[src/rtl/addsub_pkg.sv]
// rtl/addsub_pkg.sv - shared FSM encoding and sizing helpers for the digit-serial adder
package addsub_pkg;

  typedef enum logic [1:0] {
    ST_IDLE = 2'd0,
    ST_RUN  = 2'd1,
    ST_DONE = 2'd2
  } state_t;

  // Cycles needed per operation
  function automatic int calc_n(input int width, input int digit);
    return width / digit;
  endfunction

  // Counter width; a single-cycle unit still keeps a 1-bit counter
  function automatic int calc_cnt_w(input int width, input int digit);
    int n;
    n = width / digit;
    return (n > 1) ? $clog2(n) : 1;
  endfunction

endpackage

[src/rtl/rca_digit.sv]
// rtl/rca_digit.sv - combinational DIGIT-bit ripple-carry full-adder slice
module rca_digit #(
  parameter int DIGIT = 2
) (
  input  logic [DIGIT-1:0] a,
  input  logic [DIGIT-1:0] b,
  input  logic             ci,
  output logic [DIGIT-1:0] s,
  output logic             co,
  output logic             c_msb
);

  logic [DIGIT:0] c;

  assign c[0] = ci;

  for (genvar i = 0; i < DIGIT; i++) begin : g_fa
    assign s[i]   = a[i] ^ b[i] ^ c[i];
    assign c[i+1] = (a[i] & b[i]) | (c[i] & (a[i] ^ b[i]));
  end

  assign co    = c[DIGIT];
  // Carry into the top bit of the slice; on the final digit this is the word MSB
  assign c_msb = c[DIGIT-1];

endmodule

[src/rtl/digit_serial_addsub.sv]
// rtl/digit_serial_addsub.sv - multi-cycle add/subtract unit, DIGIT bits per clock
module digit_serial_addsub
  import addsub_pkg::*;
#(
  parameter int WIDTH = 8,
  parameter int DIGIT = 2
) (
  input  logic             clk,
  input  logic             rst_n,
  input  logic             in_valid,
  output logic             in_ready,
  input  logic [WIDTH-1:0] a,
  input  logic [WIDTH-1:0] b,
  input  logic             cin,
  input  logic             sub,
  output logic             out_valid,
  input  logic             out_ready,
  output logic [WIDTH-1:0] sum,
  output logic             cout,
  output logic             ovf,
  output logic             busy
);

  localparam int N     = calc_n(WIDTH, DIGIT);
  localparam int CNT_W = calc_cnt_w(WIDTH, DIGIT);

  if ((WIDTH % DIGIT) != 0 || DIGIT < 1 || DIGIT > WIDTH) begin : g_bad_cfg
    $error("digit_serial_addsub: WIDTH must be a positive multiple of DIGIT");
  end

  state_t             state, state_nxt;
  logic [WIDTH-1:0]   op_a, op_b, res;
  logic               carry;
  logic [CNT_W-1:0]   count;
  logic [DIGIT-1:0]   slice_s;
  logic               slice_co, slice_c_msb;
  logic               last;
  logic [WIDTH+DIGIT-1:0] res_cat;
  logic [WIDTH-1:0]   res_nxt;

  rca_digit #(.DIGIT(DIGIT)) u_slice (
    .a     (op_a[DIGIT-1:0]),
    .b     (op_b[DIGIT-1:0]),
    .ci    (carry),
    .s     (slice_s),
    .co    (slice_co),
    .c_msb (slice_c_msb)
  );

  // New digit enters at the MSB end so the LSB digit lands at bit 0 after N steps
  assign res_cat = {slice_s, res};
  assign res_nxt = res_cat[WIDTH+DIGIT-1:DIGIT];
  assign last    = (count == CNT_W'(N - 1));

  always_ff @(posedge clk) begin
    if (!rst_n) state <= ST_IDLE;
    else        state <= state_nxt;
  end

  always_comb begin
    state_nxt = state;
    case (state)
      ST_IDLE: if (in_valid)  state_nxt = ST_RUN;
      ST_RUN:  if (last)      state_nxt = ST_DONE;
      ST_DONE: if (out_ready) state_nxt = ST_IDLE;
      default:                state_nxt = ST_IDLE;
    endcase
  end

  always_comb begin
    in_ready  = (state == ST_IDLE);
    out_valid = (state == ST_DONE);
    busy      = (state == ST_RUN) || (state == ST_DONE);
  end

  always_ff @(posedge clk) begin
    if (!rst_n) begin
      op_a  <= '0;
      op_b  <= '0;
      res   <= '0;
      carry <= 1'b0;
      count <= '0;
      sum   <= '0;
      cout  <= 1'b0;
      ovf   <= 1'b0;
    end else begin
      case (state)
        ST_IDLE: begin
          if (in_valid) begin
            op_a  <= a;
            op_b  <= sub ? ~b : b;
            carry <= sub ? ~cin : cin;
            count <= '0;
          end
        end
        ST_RUN: begin
          op_a  <= op_a >> DIGIT;
          op_b  <= op_b >> DIGIT;
          res   <= res_nxt;
          carry <= slice_co;
          if (last) begin
            sum  <= res_nxt;
            cout <= slice_co;
            ovf  <= slice_c_msb ^ slice_co;
          end else begin
            count <= count + CNT_W'(1);
          end
        end
        default: ;
      endcase
    end
  end

endmodule

[config.mk]
export PLATFORM = sky130hd
export DESIGN_NAME = digit_serial_addsub
export DESIGN_NICKNAME = d
export VERILOG_FILES = /design/src/rtl/addsub_pkg.sv /design/src/rtl/rca_digit.sv /design/src/rtl/digit_serial_addsub.sv
export SDC_FILE = /design/constraint.sdc
export NUM_CORES = 1
export LEC_CHECK = 0
export CAP_MARGIN = 20
export CORE_ASPECT_RATIO = 0.8
export CORE_UTILIZATION = 55
export CTS_CLUSTER_DIAMETER = 60
export DETAILED_ROUTE_END_ITERATION = 10
export GPL_TIMING_DRIVEN = 0
export PLACE_DENSITY = 0.95
export SYNTH_ARGS = -nofsm -noshare
export SYNTH_HDL_FRONTEND = slang
export SYNTH_SLANG_ARGS = --single-unit
[constraint.sdc]
create_clock -name clk -period 3.03 [get_ports clk]
set_input_delay 0.4545 -clock clk [delete_from_list [all_inputs] [get_ports clk]]
set_output_delay 0.4545 -clock clk [all_outputs]
set_load 0.01 [all_outputs]
* After elaboration in Yosys (flattened, before gate mapping)
Cells that the tools add are included.
Storage, ports and cells: output and inout bits 13, word-level logic and storage cells 52, input port bits 22, register bits after elaboration 39
Operators by class: reductions and logical operators 7, bitwise operators 13, add/subtract/negate cells 1, eq/ne operators 7, muxes and demuxes 15
Operator list (number):
- 8-bit case mux with 2 select lines | 2
- 8-bit 2-to-1 mux | 3
- 2-bit 2-to-1 mux | 5
- 8-bit inverter | 1
- 2-bit != test, second input constant | 3
- 2-bit case mux with 3 select lines | 1
- 3-bit AND reduction | 2
- 1-bit bitwise XOR | 5
- 1-bit bitwise AND | 4
- 2-bit equality test, second input constant | 2
- 2-bit case mux with 2 select lines | 1
- 2-bit AND reduction | 2
- 2-bit by 1-bit adder with 2-bit output, second input constant | 1
- 2-bit by 1-bit equality test with 1-bit output, second input constant | 1
- 2-bit zero test | 1
- 1-bit 2-to-1 mux | 2
- 2-bit by 1-bit != test with 1-bit output, second input constant | 1
- 1-bit bitwise OR | 2
- 1-bit case mux with 2 select lines | 1
- 2-bit nonzero test | 1
- 1-bit logical OR | 1
- 1-bit inverter | 1

* Longest topological paths before layout
depth in word-level cells 6, depth in mapped cells 8

* By module
A second synthesis with hierarchy kept.
Unflattened totals: cell total of the unflattened synthesis 194, area, all modules 1786.7 um^2
Modules (own cells, without submodules):
- digit_serial_addsub | area each 1746.7 um^2, cells each 192, times used 1, seq. area each 740.7 um^2
- rca_digit | area each 40.0 um^2, cells each 2, times used 1, seq. area each 0.0 um^2

* Worst setup path before layout
Ideal clock, no wire load.
path kind register to register, start register op_a[0], end register ovf, buffers on the path 0, data required time 2914 ps, cell stages (with the launch flop) 7, data arrival time 1551 ps, path slack 1363 ps, period minus slack after synthesis 1667 ps, path through dfxtp_1 inv_1 fa_1 fa_1 xnor2_1 nand2_1 o211a_1
On the way: cells in the longest elaborated chain, start to end 6, elaborated cells on any way between the ends 7, those cells by class bitwise (7)
Ends and longest elaborated chain:
- start, declared | RTL line digit_serial_addsub.sv:32 | logic [WIDTH-1:0] op_a, op_b, res;
- start signal, assigned | RTL line digit_serial_addsub.sv:97 | op_a <= op_a >> DIGIT;
- 1-bit bitwise XOR | RTL line rca_digit.sv:19 | assign c[i+1] = (a[i] & b[i]) | (c[i] & (a[i] ^ b[i]));
- 1-bit bitwise AND | RTL line rca_digit.sv:19
- 1-bit bitwise OR * | RTL line rca_digit.sv:19
- 1-bit bitwise AND | RTL line rca_digit.sv:19
- 1-bit bitwise OR | RTL line rca_digit.sv:19
- 1-bit bitwise XOR * | RTL line digit_serial_addsub.sv:104 | ovf <= slice_c_msb ^ slice_co;
- end signal, assigned | RTL line digit_serial_addsub.sv:104
- end, declared | RTL line digit_serial_addsub.sv:20 | output logic ovf,
Mark *: on every way between the ends. The rest lies on a longest branch, timed or not. A chain may end at the register's enable or synchronous reset.

* Worst setup path in the final report
start register state[1], end output port in_ready
On the way: cells in the longest elaborated chain, start to end 1
Ends and longest elaborated chain:
- start, declared | RTL line digit_serial_addsub.sv:31 | state_t state, state_nxt;
- start signal, assigned | RTL line digit_serial_addsub.sv:57 | else state <= state_nxt;
- 2-bit zero test | RTL line digit_serial_addsub.sv:71 | in_ready = (state == ST_IDLE);
- end, declared | RTL line digit_serial_addsub.sv:11 | output logic in_ready,
Every way passes these cells.

==> run metrics <==
CTS tree=done; hold slack=around 0.45 ns; fin crit share=68.9%; unrepaired setup endpoints after global routing=no; top cells by count, synth=dfxtp_1, nand2_1, mux2i_1; Reg-to-Reg Start=op_a[0]; r2r setup slk=1.27 ns; Yosys top cell area share=41.6%; outcome=finished clean; Site Rows=18; number of nets in the layout=263; die area=3470 um2; number of diodes=0; static leakage=~0.94 nW; worst r2r dst=ovf; pin count of the biggest net entering global routing=12; Slew headroom=67.5%; WP data required=2.58 ns; measured slew at the worst slew-check pin=0.487 ns; mapped cell area=approximately 1800 um2; Post-synth EDFFs=0; vias=1425; Gates resized, CTS repair=0; skew final=0.00439 ns; Overflow after GRT=0; number of setup violations in the final report=0; share of cells above drive strength 1=approximately 8.9%; Pins Over Slew Limit=0; crit path cell chain=inv_1 -> ha_1 -> clkdlybuf4s50_1; Die Ht=52.9 um; iteration count of the initial detailed-routing pass=4; fin crit period=2.09 ns; metal2 WL=1410 um; CTS Hold Bufs=0; post-synthesis area per instance=9.09 um2; CP startpoint=state[1]; maximum vdd ir drop=~310 uV; CP startpoint kind=register; first-pass GRT wire length=5560 um; Ys Warns=0; vias per cell=5.16; Filler Cell Count=260; I/O Pins=35; crit path DAT=1.63 ns; post-CTS setup buffer count=0; Routed met3 length=133 um; CTS Buffer Depth=2; clk sinks=37; GRT Util Overall=22.0%; gpl congestion=just over 0.8; Root Buffer=clkbuf_8; Post-DP Area=2150 um2; H-tree depth=2; worst reg2reg path depth=6; fin area=2230 um2; WL per Instance=11.5 um; FFs w/ async S/R, synth=0%; final setup TNS=0 ns; final hold vios=0; critical path type=register to output pin; most numerous cell in the Yosys netlist=dfxtp_1; Post-Route WL=3180 um; final std cells w/o fill=276; initial antenna violation count=0; Gate Count Post-Synth=slightly below 200; synthesized net count=224; Initial DRC Count=71; Crit. End Element=output pin; fmax=0.479 GHz; Detail Route Antenna Nets=0; ys flop type=dfxtp_1; max cap viols=0; FF+latch count, synth=37; top layer in use=met4; clk slew on worst S/H paths=0.07 ns; crit-path max cell delay=slightly below 0.6 ns; post-synth cell types=34; register area share after synthesis=41.6%; ranking of synthesized cells by area=dfxtp_1, mux2i_1, nand2_1; DRC Markers=0; Worst path slowest cell=clkdlybuf4s50_1; synthesis-to-layout area growth=25.4%; met1 WL=1610 um; number of global-route vias before repair=1268; DIE WIDTH=65.6 um; HPWL Detailed=2370 um; placed insts=268; min-delay worst type=register to register; TritonCTS Buffers=5; core area=3090 um2; crit-path max FO=6; initial core utilization=between 50% and 60%; post-synth top area cell=dfxtp_1; PortBufs=32; clk_lat worst skew=between 0.2 and 0.3 ns; PwrDens=533 nW/um2; crit path capture=in_ready
cells by family after synthesis:
family          count (synthesis)  synth area share [%]
compound gates                 41                  16.5
xor+xnor                       10                  4.92
flops                          37                  41.6
simple gates                   68                  18.3
mux                            13                  8.01
buf+inv                        21                  5.69
fa+ha+maj                       6                  5.06
worst max-delay path: cells and delay by family (launching register included):
kind,cells,cell delay [ns]
buf+inv,2,0.70
flops,1,0.32
fa+ha+maj,1,0.32
cell usage in the layout (no fill, tap or decap), drive strengths merged, types with 3 or more instances in the layout:
master,n
dfxtp,37
clkdlybuf4s50,32
nand2,30
mux2i,13
nor2b,11
clkbuf,11
o211a,10
a21oi,10
xnor2,9
o21ai,9
nand3,8
inv,8
nor2,8
buf,8
a21boi,7
ha,4
and2,3
nor3,3
layer usage:
layer | GRT usage (%) | vias to the layer above
met1 | 26.5 | 642
li1 | - | 743
met3 | 6.68 | 5
met4 | 10.9 | 0
met2 | 35.5 | 35
met5 | 0 | -
through the flow:
step | utilization [%] | setup slack [ns] | power [mW]
floorplan | - | 1.36 | 0.789
global placement | 69.7 | 1.15 | 0.862
detailed placement | 69.7 | 1.15 | 0.871
CTS | 72.4 | 0.931 | 1.20
global route | 72.4 | 0.853 | 1.26
finish | 72.4 | 0.943 | 1.19
worst min path at each step:
| stage | from | end | slack [ns] | cells after the start |
|---|---|---|---|---|
| final | sum[1] | sum[1] | 0.45 | 2 |
| after floorplan | res[2] | sum[0] | 0.43 | 2 |
| after detailed placement | res[3] | sum[1] | 0.44 | 2 |
| after global placement | sum[2] | sum[2] | 0.44 | 2 |
| after global routing | sum[1] | sum[1] | 0.48 | 2 |
| after CTS | sum[1] | sum[1] | 0.46 | 2 |
registers in the layout, summed over array words and instances, names as in the netlist:
signal	flops
carry	1
cout	1
op_a	8
res	6
sum	8
count	2
ovf	1
op_b	8
state	2
power breakdown:
part | total (mW) | leakage [nW] | switching [mW] | internal (mW)
Sequential | 0.559 | 0.302 | 0.0256 | 0.533
Clock | 0.331 | 0.0450 | 0.171 | 0.159
Combinational | 0.303 | 0.590 | 0.155 | 0.147
cell type report:
class	count	area, um2	share of cell area (%)
flip-flops and latches	37	741	33.1
clock buffers	6	72.6	3.25
plain buffers	13	71.3	3.19
clock inverters	2	10.0	0.448
inverters	8	30.0	1.34
multi-input cells	138	940	42.0
well taps	40	50.0	2.24
repair buffers	32	320	14.3
Note: power is estimated with default switching activity, not from simulation.
